[src/rtl/control_unit.sv]
// control_unit: Moore sequencer producing every datapath control strobe for the
// Mini SRC processor. Runs a fixed fetch (T0-T2), then an opcode-specific execute
// sequence (T3-T7), then returns to T0 or halts.
// Ports:
//   Clock, GlobalReset (async, active-low)
//   IR[31:0]   instruction register (opcode in [31:27])
//   CONout     branch condition from the datapath
//   Stop       halt request, honoured only in an instruction's final state
//   Run        high while executing (T0-T7)
//   strobes    datapath / memory / register-file control strobes
//   ALUControl ALU operation select
// Strobes are decoded combinationally from the registered state plus IR/CONout,
// so they are valid for the whole state cycle.
module control_unit #(
    parameter int unsigned RESET_STATE_CYCLES = 1,
    parameter logic [4:0]  ALU_ADD            = 5'b00011
) (
    input  logic        Clock,
    input  logic        GlobalReset,
    input  logic [31:0] IR,
    input  logic        CONout,
    input  logic        Stop,
    output logic        Run,
    output logic        PCout,
    output logic        PCin,
    output logic        PCinc,
    output logic        MARin,
    output logic        MDRin,
    output logic        MDRout,
    output logic        IRin,
    output logic        Yin,
    output logic        Zin,
    output logic        Zhiout,
    output logic        Zloout,
    output logic        HIin,
    output logic        HIout,
    output logic        LOin,
    output logic        LOout,
    output logic        Read,
    output logic        write,
    output logic        Gra,
    output logic        Grb,
    output logic        Grc,
    output logic        Rin,
    output logic        Rout,
    output logic        BAout,
    output logic        Cout,
    output logic        CONin,
    output logic        IN_portout,
    output logic        OUT_portin,
    output logic [4:0]  ALUControl
);

    localparam int unsigned CNT_W = 16;

    localparam logic [4:0] OP_LD   = 5'd0;
    localparam logic [4:0] OP_LDI  = 5'd1;
    localparam logic [4:0] OP_ST   = 5'd2;
    localparam logic [4:0] OP_DIV  = 5'd15;
    localparam logic [4:0] OP_MUL  = 5'd16;
    localparam logic [4:0] OP_NEG  = 5'd17;
    localparam logic [4:0] OP_NOT  = 5'd18;
    localparam logic [4:0] OP_BRX  = 5'd19;
    localparam logic [4:0] OP_JR   = 5'd20;
    localparam logic [4:0] OP_JAL  = 5'd21;
    localparam logic [4:0] OP_IN   = 5'd22;
    localparam logic [4:0] OP_OUT  = 5'd23;
    localparam logic [4:0] OP_MFHI = 5'd24;
    localparam logic [4:0] OP_MFLO = 5'd25;
    localparam logic [4:0] OP_HALT = 5'd27;

    // T0-T7 share their step index with the low three bits
    typedef enum logic [3:0] {
        S_T0     = 4'd0,
        S_T1     = 4'd1,
        S_T2     = 4'd2,
        S_T3     = 4'd3,
        S_T4     = 4'd4,
        S_T5     = 4'd5,
        S_T6     = 4'd6,
        S_T7     = 4'd7,
        S_RESET  = 4'd8,
        S_HALTED = 4'd9
    } state_t;

    state_t           state;
    state_t           next_state;
    logic [CNT_W-1:0] reset_cnt;
    logic             reset_done;
    logic [4:0]       opcode;
    logic             is_alu;
    logic             is_imm;
    logic             is_mem;
    logic             is_muldiv;
    logic             is_negnot;
    logic             unused_ir;

    assign opcode    = IR[31:27];
    assign unused_ir = ^IR[26:0];
    assign is_alu    = (opcode >= 5'd3) && (opcode <= 5'd11);
    assign is_imm    = (opcode >= 5'd12) && (opcode <= 5'd14);
    assign is_mem    = (opcode == OP_LD) || (opcode == OP_LDI) || (opcode == OP_ST);
    assign is_muldiv = (opcode == OP_MUL) || (opcode == OP_DIV);
    assign is_negnot = (opcode == OP_NEG) || (opcode == OP_NOT);

    assign reset_done = (32'(reset_cnt) + 32'd1) >= RESET_STATE_CYCLES;

    // Index of the final execute step for an opcode (undefined opcodes act as nop)
    function automatic logic [2:0] last_step(input logic [4:0] op);
        logic [2:0] step;
        step = 3'd3;
        if ((op >= 5'd3 && op <= 5'd14) || op == OP_LDI)  step = 3'd5;
        else if (op == OP_LD || op == OP_ST)               step = 3'd7;
        else if (op == OP_MUL || op == OP_DIV || op == OP_BRX) step = 3'd6;
        else if (op == OP_NEG || op == OP_NOT || op == OP_JAL) step = 3'd4;
        return step;
    endfunction

    // State register and post-reset dwell counter
    always_ff @(posedge Clock or negedge GlobalReset) begin
        if (!GlobalReset) begin
            state     <= S_RESET;
            reset_cnt <= '0;
        end else begin
            state     <= next_state;
            reset_cnt <= (state == S_RESET) ? reset_cnt + CNT_W'(1) : '0;
        end
    end

    // Next-state logic
    always_comb begin
        next_state = state;
        case (state)
            S_RESET:  if (reset_done) next_state = S_T0;
            S_T0:     next_state = S_T1;
            S_T1:     next_state = S_T2;
            S_T2:     next_state = S_T3;
            S_T3, S_T4, S_T5, S_T6, S_T7: begin
                if (state[2:0] == last_step(opcode)) begin
                    next_state = (opcode == OP_HALT || Stop) ? S_HALTED : S_T0;
                end else begin
                    next_state = state_t'(state + 4'd1);
                end
            end
            S_HALTED: next_state = S_HALTED;
            default:  next_state = S_RESET;
        endcase
    end

    // Output decode from {state, opcode, CONout}
    always_comb begin
        {PCout, PCin, PCinc, MARin, MDRin, MDRout, IRin, Yin, Zin, Zhiout, Zloout,
         HIin, HIout, LOin, LOout, Read, write, Gra, Grb, Grc, Rin, Rout, BAout,
         Cout, CONin, IN_portout, OUT_portin} = '0;
        ALUControl = '0;
        Run        = (state != S_RESET) && (state != S_HALTED);
        case (state)
            S_T0: begin PCout = 1'b1; MARin = 1'b1; PCinc = 1'b1; end
            S_T1: begin Read = 1'b1; MDRin = 1'b1; end
            S_T2: begin MDRout = 1'b1; IRin = 1'b1; end
            S_T3: begin
                if (is_alu || is_imm) begin
                    Grb = 1'b1; Rout = 1'b1; Yin = 1'b1;
                end else if (is_mem) begin
                    Grb = 1'b1; BAout = 1'b1; Yin = 1'b1;
                end else if (is_muldiv) begin
                    Gra = 1'b1; Rout = 1'b1; Yin = 1'b1;
                end else if (is_negnot) begin
                    Grb = 1'b1; Rout = 1'b1; Zin = 1'b1; ALUControl = opcode;
                end else begin
                    case (opcode)
                        OP_BRX:  begin Gra = 1'b1; Rout = 1'b1; CONin = 1'b1; end
                        OP_JR:   begin Gra = 1'b1; Rout = 1'b1; PCin = 1'b1; end
                        OP_JAL:  begin PCout = 1'b1; Grb = 1'b1; Rin = 1'b1; end
                        OP_IN:   begin IN_portout = 1'b1; Gra = 1'b1; Rin = 1'b1; end
                        OP_OUT:  begin Gra = 1'b1; Rout = 1'b1; OUT_portin = 1'b1; end
                        OP_MFHI: begin HIout = 1'b1; Gra = 1'b1; Rin = 1'b1; end
                        OP_MFLO: begin LOout = 1'b1; Gra = 1'b1; Rin = 1'b1; end
                        default: ;
                    endcase
                end
            end
            S_T4: begin
                if (is_alu) begin
                    Grc = 1'b1; Rout = 1'b1; Zin = 1'b1; ALUControl = opcode;
                end else if (is_imm) begin
                    Cout = 1'b1; Zin = 1'b1; ALUControl = opcode;
                end else if (is_mem) begin
                    Cout = 1'b1; Zin = 1'b1; ALUControl = ALU_ADD;
                end else if (is_muldiv) begin
                    Grb = 1'b1; Rout = 1'b1; Zin = 1'b1; ALUControl = opcode;
                end else if (is_negnot) begin
                    Zloout = 1'b1; Gra = 1'b1; Rin = 1'b1;
                end else if (opcode == OP_BRX) begin
                    PCout = 1'b1; Yin = 1'b1;
                end else if (opcode == OP_JAL) begin
                    Gra = 1'b1; Rout = 1'b1; PCin = 1'b1;
                end
            end
            S_T5: begin
                if (is_alu || is_imm || opcode == OP_LDI) begin
                    Zloout = 1'b1; Gra = 1'b1; Rin = 1'b1;
                end else if (opcode == OP_LD || opcode == OP_ST) begin
                    Zloout = 1'b1; MARin = 1'b1;
                end else if (is_muldiv) begin
                    Zloout = 1'b1; LOin = 1'b1;
                end else if (opcode == OP_BRX) begin
                    Cout = 1'b1; Zin = 1'b1; ALUControl = ALU_ADD;
                end
            end
            S_T6: begin
                if (opcode == OP_LD) begin
                    Read = 1'b1; MDRin = 1'b1;
                end else if (opcode == OP_ST) begin
                    Gra = 1'b1; Rout = 1'b1; MDRin = 1'b1;
                end else if (is_muldiv) begin
                    Zhiout = 1'b1; HIin = 1'b1;
                end else if (opcode == OP_BRX && CONout) begin
                    Zloout = 1'b1; PCin = 1'b1;
                end
            end
            S_T7: begin
                if (opcode == OP_LD) begin
                    MDRout = 1'b1; Gra = 1'b1; Rin = 1'b1;
                end else if (opcode == OP_ST) begin
                    write = 1'b1;
                end
            end
            default: ;
        endcase
    end

endmodule

[config.mk]
export PLATFORM = sky130hd
export DESIGN_NAME = control_unit
export DESIGN_NICKNAME = d
export VERILOG_FILES = /design/src/rtl/control_unit.sv
export SDC_FILE = /design/constraint.sdc
export NUM_CORES = 1
export LEC_CHECK = 0
export ABC_AREA = 0
export BUFFER_PORTS_ARGS = -buffer_cell sky130_fd_sc_hd__buf_2
export CORE_MARGIN = 4
export CORE_UTILIZATION = 51
export DETAILED_ROUTE_END_ITERATION = 6
export PLACE_DENSITY = 0.81
export SLEW_MARGIN = 20
export SYNTH_ARGS = -nofsm -noshare
export SYNTH_HDL_FRONTEND = slang
export SYNTH_SLANG_ARGS = --single-unit
[constraint.sdc]
create_clock -name Clock -period 2.7 [get_ports Clock]
set_input_delay 0.405 -clock Clock [delete_from_list [all_inputs] [get_ports Clock]]
set_output_delay 0.405 -clock Clock [all_outputs]
set_load 0.03 [all_outputs]
; ---- Word-level counts from Yosys, hierarchy flattened
; Cells that the tools add are included.
[totals]
ff_bits = 20
inputBits = 36
out_inout_bits = 33
wordCells = 218
[classes]
add_sub_neg = 3
n_lt_le_gt_ge = 5
n_eq_ne = 27
n_mux = 159
reduce_logical = 22
[ops]
columns = cell, n
row1 = $mux W1, 122
row2 = $eq A5 B5 Y1 const B, 11
row3 = $mux W5, 8
row4 = $pmux W4 S6, 1
row5 = $add A16 B1 Y17 const B, 1
row6 = $ge A17 B1 Y1 const B, 1
row7 = $add A16 B1 Y16 const B, 1
row8 = $eq A4 B3 Y1 const B, 4
row9 = $mux W16, 1
row10 = $mux W3, 5
row11 = $pmux W1 S3, 5
row12 = $pmux W5 S3, 1
row13 = $pmux W1 S2, 7
row14 = $mux W4, 3
row15 = $logic_or A1 B1 Y1, 11
row16 = $le A5 B4 Y1 const B, 2
row17 = $eq A4 B2 Y1 const B, 2
row18 = $eq A4 B4 Y1 const B, 2
row19 = $mux W2, 4
row20 = $ne A4 B4 Y1 const B, 2
row21 = $reduce_or A6 Y1, 1
row22 = $eq A5 B1 Y1 const B, 1
row23 = $eq A5 B2 Y1 const B, 1
row24 = $eq A5 B4 Y1 const B, 1
row25 = other kinds (14), 18

; ---- Logic depth before layout (Yosys ltp)
[logic_depth]
word_depth = 11
mapped_depth = 9
mapped_depth_nobuf = 8

; ---- Worst setup path after synthesis
; OpenSTA, ideal clock, no wires.
[synth_timing]
kind = flip-flop to output port
from = register state[1]
to = output port PCin
arrival_time_ns = 2.458
t_required_ns = 2.295
slack_ns = -0.163
path_stages_with_launch = 7
n_path_buf = 1
cell_sequence = dfrtp_1 > ha_1 > or3b_2 > clkbuf_1 > nor2_1 > a21oi_1 > o41ai_1
[synth_via]
elab_chain_len = 2
word_cells_on_any_way = 4
cone_classes = 3 x eq/ne / 1 x mux
[synth_lines]
columns = item, line_no
row1 = from (decl), 86  ; state_t state;
row2 = from (signal assigned), 125  ; state <= next_state;
row3 = $eq A4 B3 Y1 or $eq A4 B2 Y1 (tied branches), 157  ; case (state)
row4 = $pmux W1 S3 *, 157
row5 = to (decl), 25  ; output logic PCin,
; Every way passes the cells marked *; elsewhere a longest branch is shown, timed or not.

; ---- Worst setup path after layout
[layout_timing]
from = register state[1]
to = output port ALUControl[2]
[layout_via]
elab_chain_len = 2
word_cells_on_any_way = 4
cone_classes = 3 x eq/ne / 1 x mux
[layout_lines]
columns = item, line_no
row1 = $eq A4 B3 Y1 or $eq A4 B2 Y1 (tied branches), 157
row2 = $pmux W5 S3 *, 157
row3 = to (decl), 51  ; output logic [4:0] ALUControl
; Marks and branches as above.

==> summary.txt <==
Status
  – Outcome: complete, no violations

STA
  – Final slew viol count: 0
  – Final Hold Slack: ~80 ps
  – Relative slew slack: 0.619
  – Clock skew: a little over 7 ps
  – Final Hold Fails: 0
  – Final setup fails: 0
  – Worst-Margin Slew: between 500 and 600 ps
  – Fmax: slightly below 0.4 GHz
  – Final worst-path cycle share: 0.954
  – Setup_tns: 0 ps
  – Crit path time final: around 2600 ps

Detailed routing
  – Vias after detailed routing: approximately 2,400
  – Drt drc: 0
  – Iter 0 DRT Violations: roughly 200
  – Antenna Violating Nets Remaining: 0
  – DR vias/cell: between 6 and 7
  – Wire per inst: around 16 um
  – First-pass DRT Iterations: 5
  – Total wire length: roughly 5800 um

Power and ir drop
  – Tot Pwr: 1380 uW
  – Lkg Pwr: around 0.0011 uW
  – Pwr/cell area: roughly 560 nW/um^2
  – Peak VDD IR: between 500 and 600 uV

Yosys
  – #FFs+latches synth: 20
  – Synth top area cells: dfrtp_1 (23%), nor2_1 (7.6%), nand2_1 (5.6%), nand3_1 (4.6%), a21oi_1 (3.9%)
  – Syn Nets: 328
  – Post-synth top area share: 0.230
  – Yosys warns: 0
  – Yosys top cell by area: dfrtp_1
  – Netlist cell types: approximately 60
  – Most frequent cells after synthesis: nor2_1 (42), nand2_1 (31), dfrtp_1 (19), nand3_1 (19), a21oi_1 (16)
  – Post-Syn Area: approximately 2100 um^2
  – Share of flip-flops with an asynchronous set or reset: 1.00
  – Syn Area/Cell: about 7.2 um^2
  – Sequential fraction of the synthesis area: 0.242
  – Cells after synthesis: ~290
  – EDFF count, synth: 0
  – Count leader, synth: nor2_1
  – Top_reg_cell synth: dfrtp_1

Worst setup path
  – Crit end category: output pin
  – Critical Path RT: 2300 ps
  – Worst-path fanout max: 5
  – Critical Path Source Type: register
  – WP data arrival: about 2200 ps
  – Crit Path Class: register to output pin

Place
  – Hpwl dp: 4340 um
  – PortBufs: 41
  – GPL Wtd Cong: between 0.9 and 1

Floorplan
  – Die Width: 71.7 um
  – Die Area: roughly 5100 um^2
  – Row count: 22
  – Starting Density: 0.545
  – I/O pin cnt: 69
  – Die Span Y: a little over 70 um
  – Core area: roughly 3800 um^2

Final layout
  – Ant diodes: 0
  – Area of the multi-input gates: roughly 1500 um^2
  – Share of cells above drive strength 1: 0.245
  – Post-layout nets: approximately 370
  – Synthesis-to-finish area growth: 17.9%
  – Number of fillers in the final layout: 330
  – Post-Route Utilization: 0.643
  – Register Area: between 500 and 600 um^2

Global route
  – Largest net degree at the start of global routing: 21
  – Total gr overflow: 0
  – Global-route wire length before repair: 9550 um
  – Tot GR Track Use: 0.222
  – Vias in the first global route: 2,140
  – Initial antenna violation count: 0

CTS
  – Clock sinks: 20
  – Clock Pin Slew Worst Setup and Hold Paths: roughly 70 ps
  – CTS tree: done
  – H-tree levels: 1
  – CTS max path bufs: 2
  – Worst skew pair latency: roughly 260 ps
  – CTS Buf Count: 3
  – Clock Tree Root: clkbuf_8

Job
  – Max-Cap Viols: 0

Worst hold path
  – HP Class: input pin to async pin
## through the flow
stage | cell area (um^2) | cells | worst slack [ps]
final | 2440 | 374 | 123
after global routing | 2440 | 374 | -4.90
after CTS | 2400 | 372 | 7.72
after detailed placement | 2350 | 368 | 243
after global placement | 2350 | 368 | 258
after floorplan | 2080 | 286 | 24.9
## metal layers
metal	part of all wire	routed length, um	GRT usage	vias up
li1	-	-	-	1112
met1	0.41	2400	0.289	1104
met2	0.48	2810	0.376	136
met3	0.091	527	0.0477	10
met4	0.014	83	0.0501	0
met5	0	0	0	-
## worst max-delay path: stages, from the launching register on
cell	delay, ps
dfrtp_2	410
ha_1	190
or3b_4	410
buf_4	170
nor3_1	140
a21oi_1	60
o221ai_1	200
and2_1	160
buf_2	190
## sequential cells by signal, summed over array words and instances, names as in the netlist
name,flops
state,4
reset_cnt,16
## what timing repair did
item	4_1_cts	5_1_grt
hold buffers	0	0
resized for setup	1	12
endpoints found under the setup margin	2	7
setup buffers	0	2
## path summary, 6_finish.rpt
check                                            start                     end  slack, ps  cells past startpoint
worst max-delay path              state[1]$_DFFE_PN0P_           ALUControl[2]        120                      8
worst min-delay path                       GlobalReset  reset_cnt[7]$_DFF_PN0_         80                      1
worst max register to register  reset_cnt[0]$_DFF_PN0_    state[0]$_DFFE_PN0P_        250                      8
worst min register to register  reset_cnt[0]$_DFF_PN0_  reset_cnt[0]$_DFF_PN0_        580                      1
max in group asynchronous                  GlobalReset    state[3]$_DFFE_PN1P_       2280                      1
min in group Clock              reset_cnt[0]$_DFF_PN0_  reset_cnt[0]$_DFF_PN0_        580                      1
## cell type report
class / instances / area share
clock buffers: 4 / 0.0185
inverters: 9 / 0.0138
multi-input cells: 238 / 0.606
flip-flops and latches: 20 / 0.207
well taps: 48 / 0.0246
repair buffers: 55 / 0.130
## where the power goes
group	internal [uW]	switching (uW)	total (uW)
sequential	343	68.5	412
clock	105	95.8	201
combinational	271	493	764
total	719	657	1380
## cell families (layout without fill, tap and decap cells)
logic type,count (synthesis),in the layout,synth area share
muxes,4,4,0.0199
and+or+nand+nor,149,149,0.363
xor gates and xnor gates,15,15,0.0634
AOI/OAI and AO/OA,64,64,0.219
buffers and inverters,28,68,0.0556
DFF,20,20,0.242
adders and majority gates,6,6,0.0363
## cell usage in the layout, fill, tap and decap left out, drive strengths merged, types with 4 or more instances in the layout
cell     n
buf     52
nor2    43
nand2   32
nand3   19
dfrtp   19
a21oi   16
o21ai   10
nand4    9
and2     9
nor3     9
inv      8
xnor2    8
xor2     7
clkbuf   7
a31oi    6
ha       6
and3     5
o22ai    4
nor4     4
o211ai   4
No activity file was read; power rests on OpenSTA's default activity.
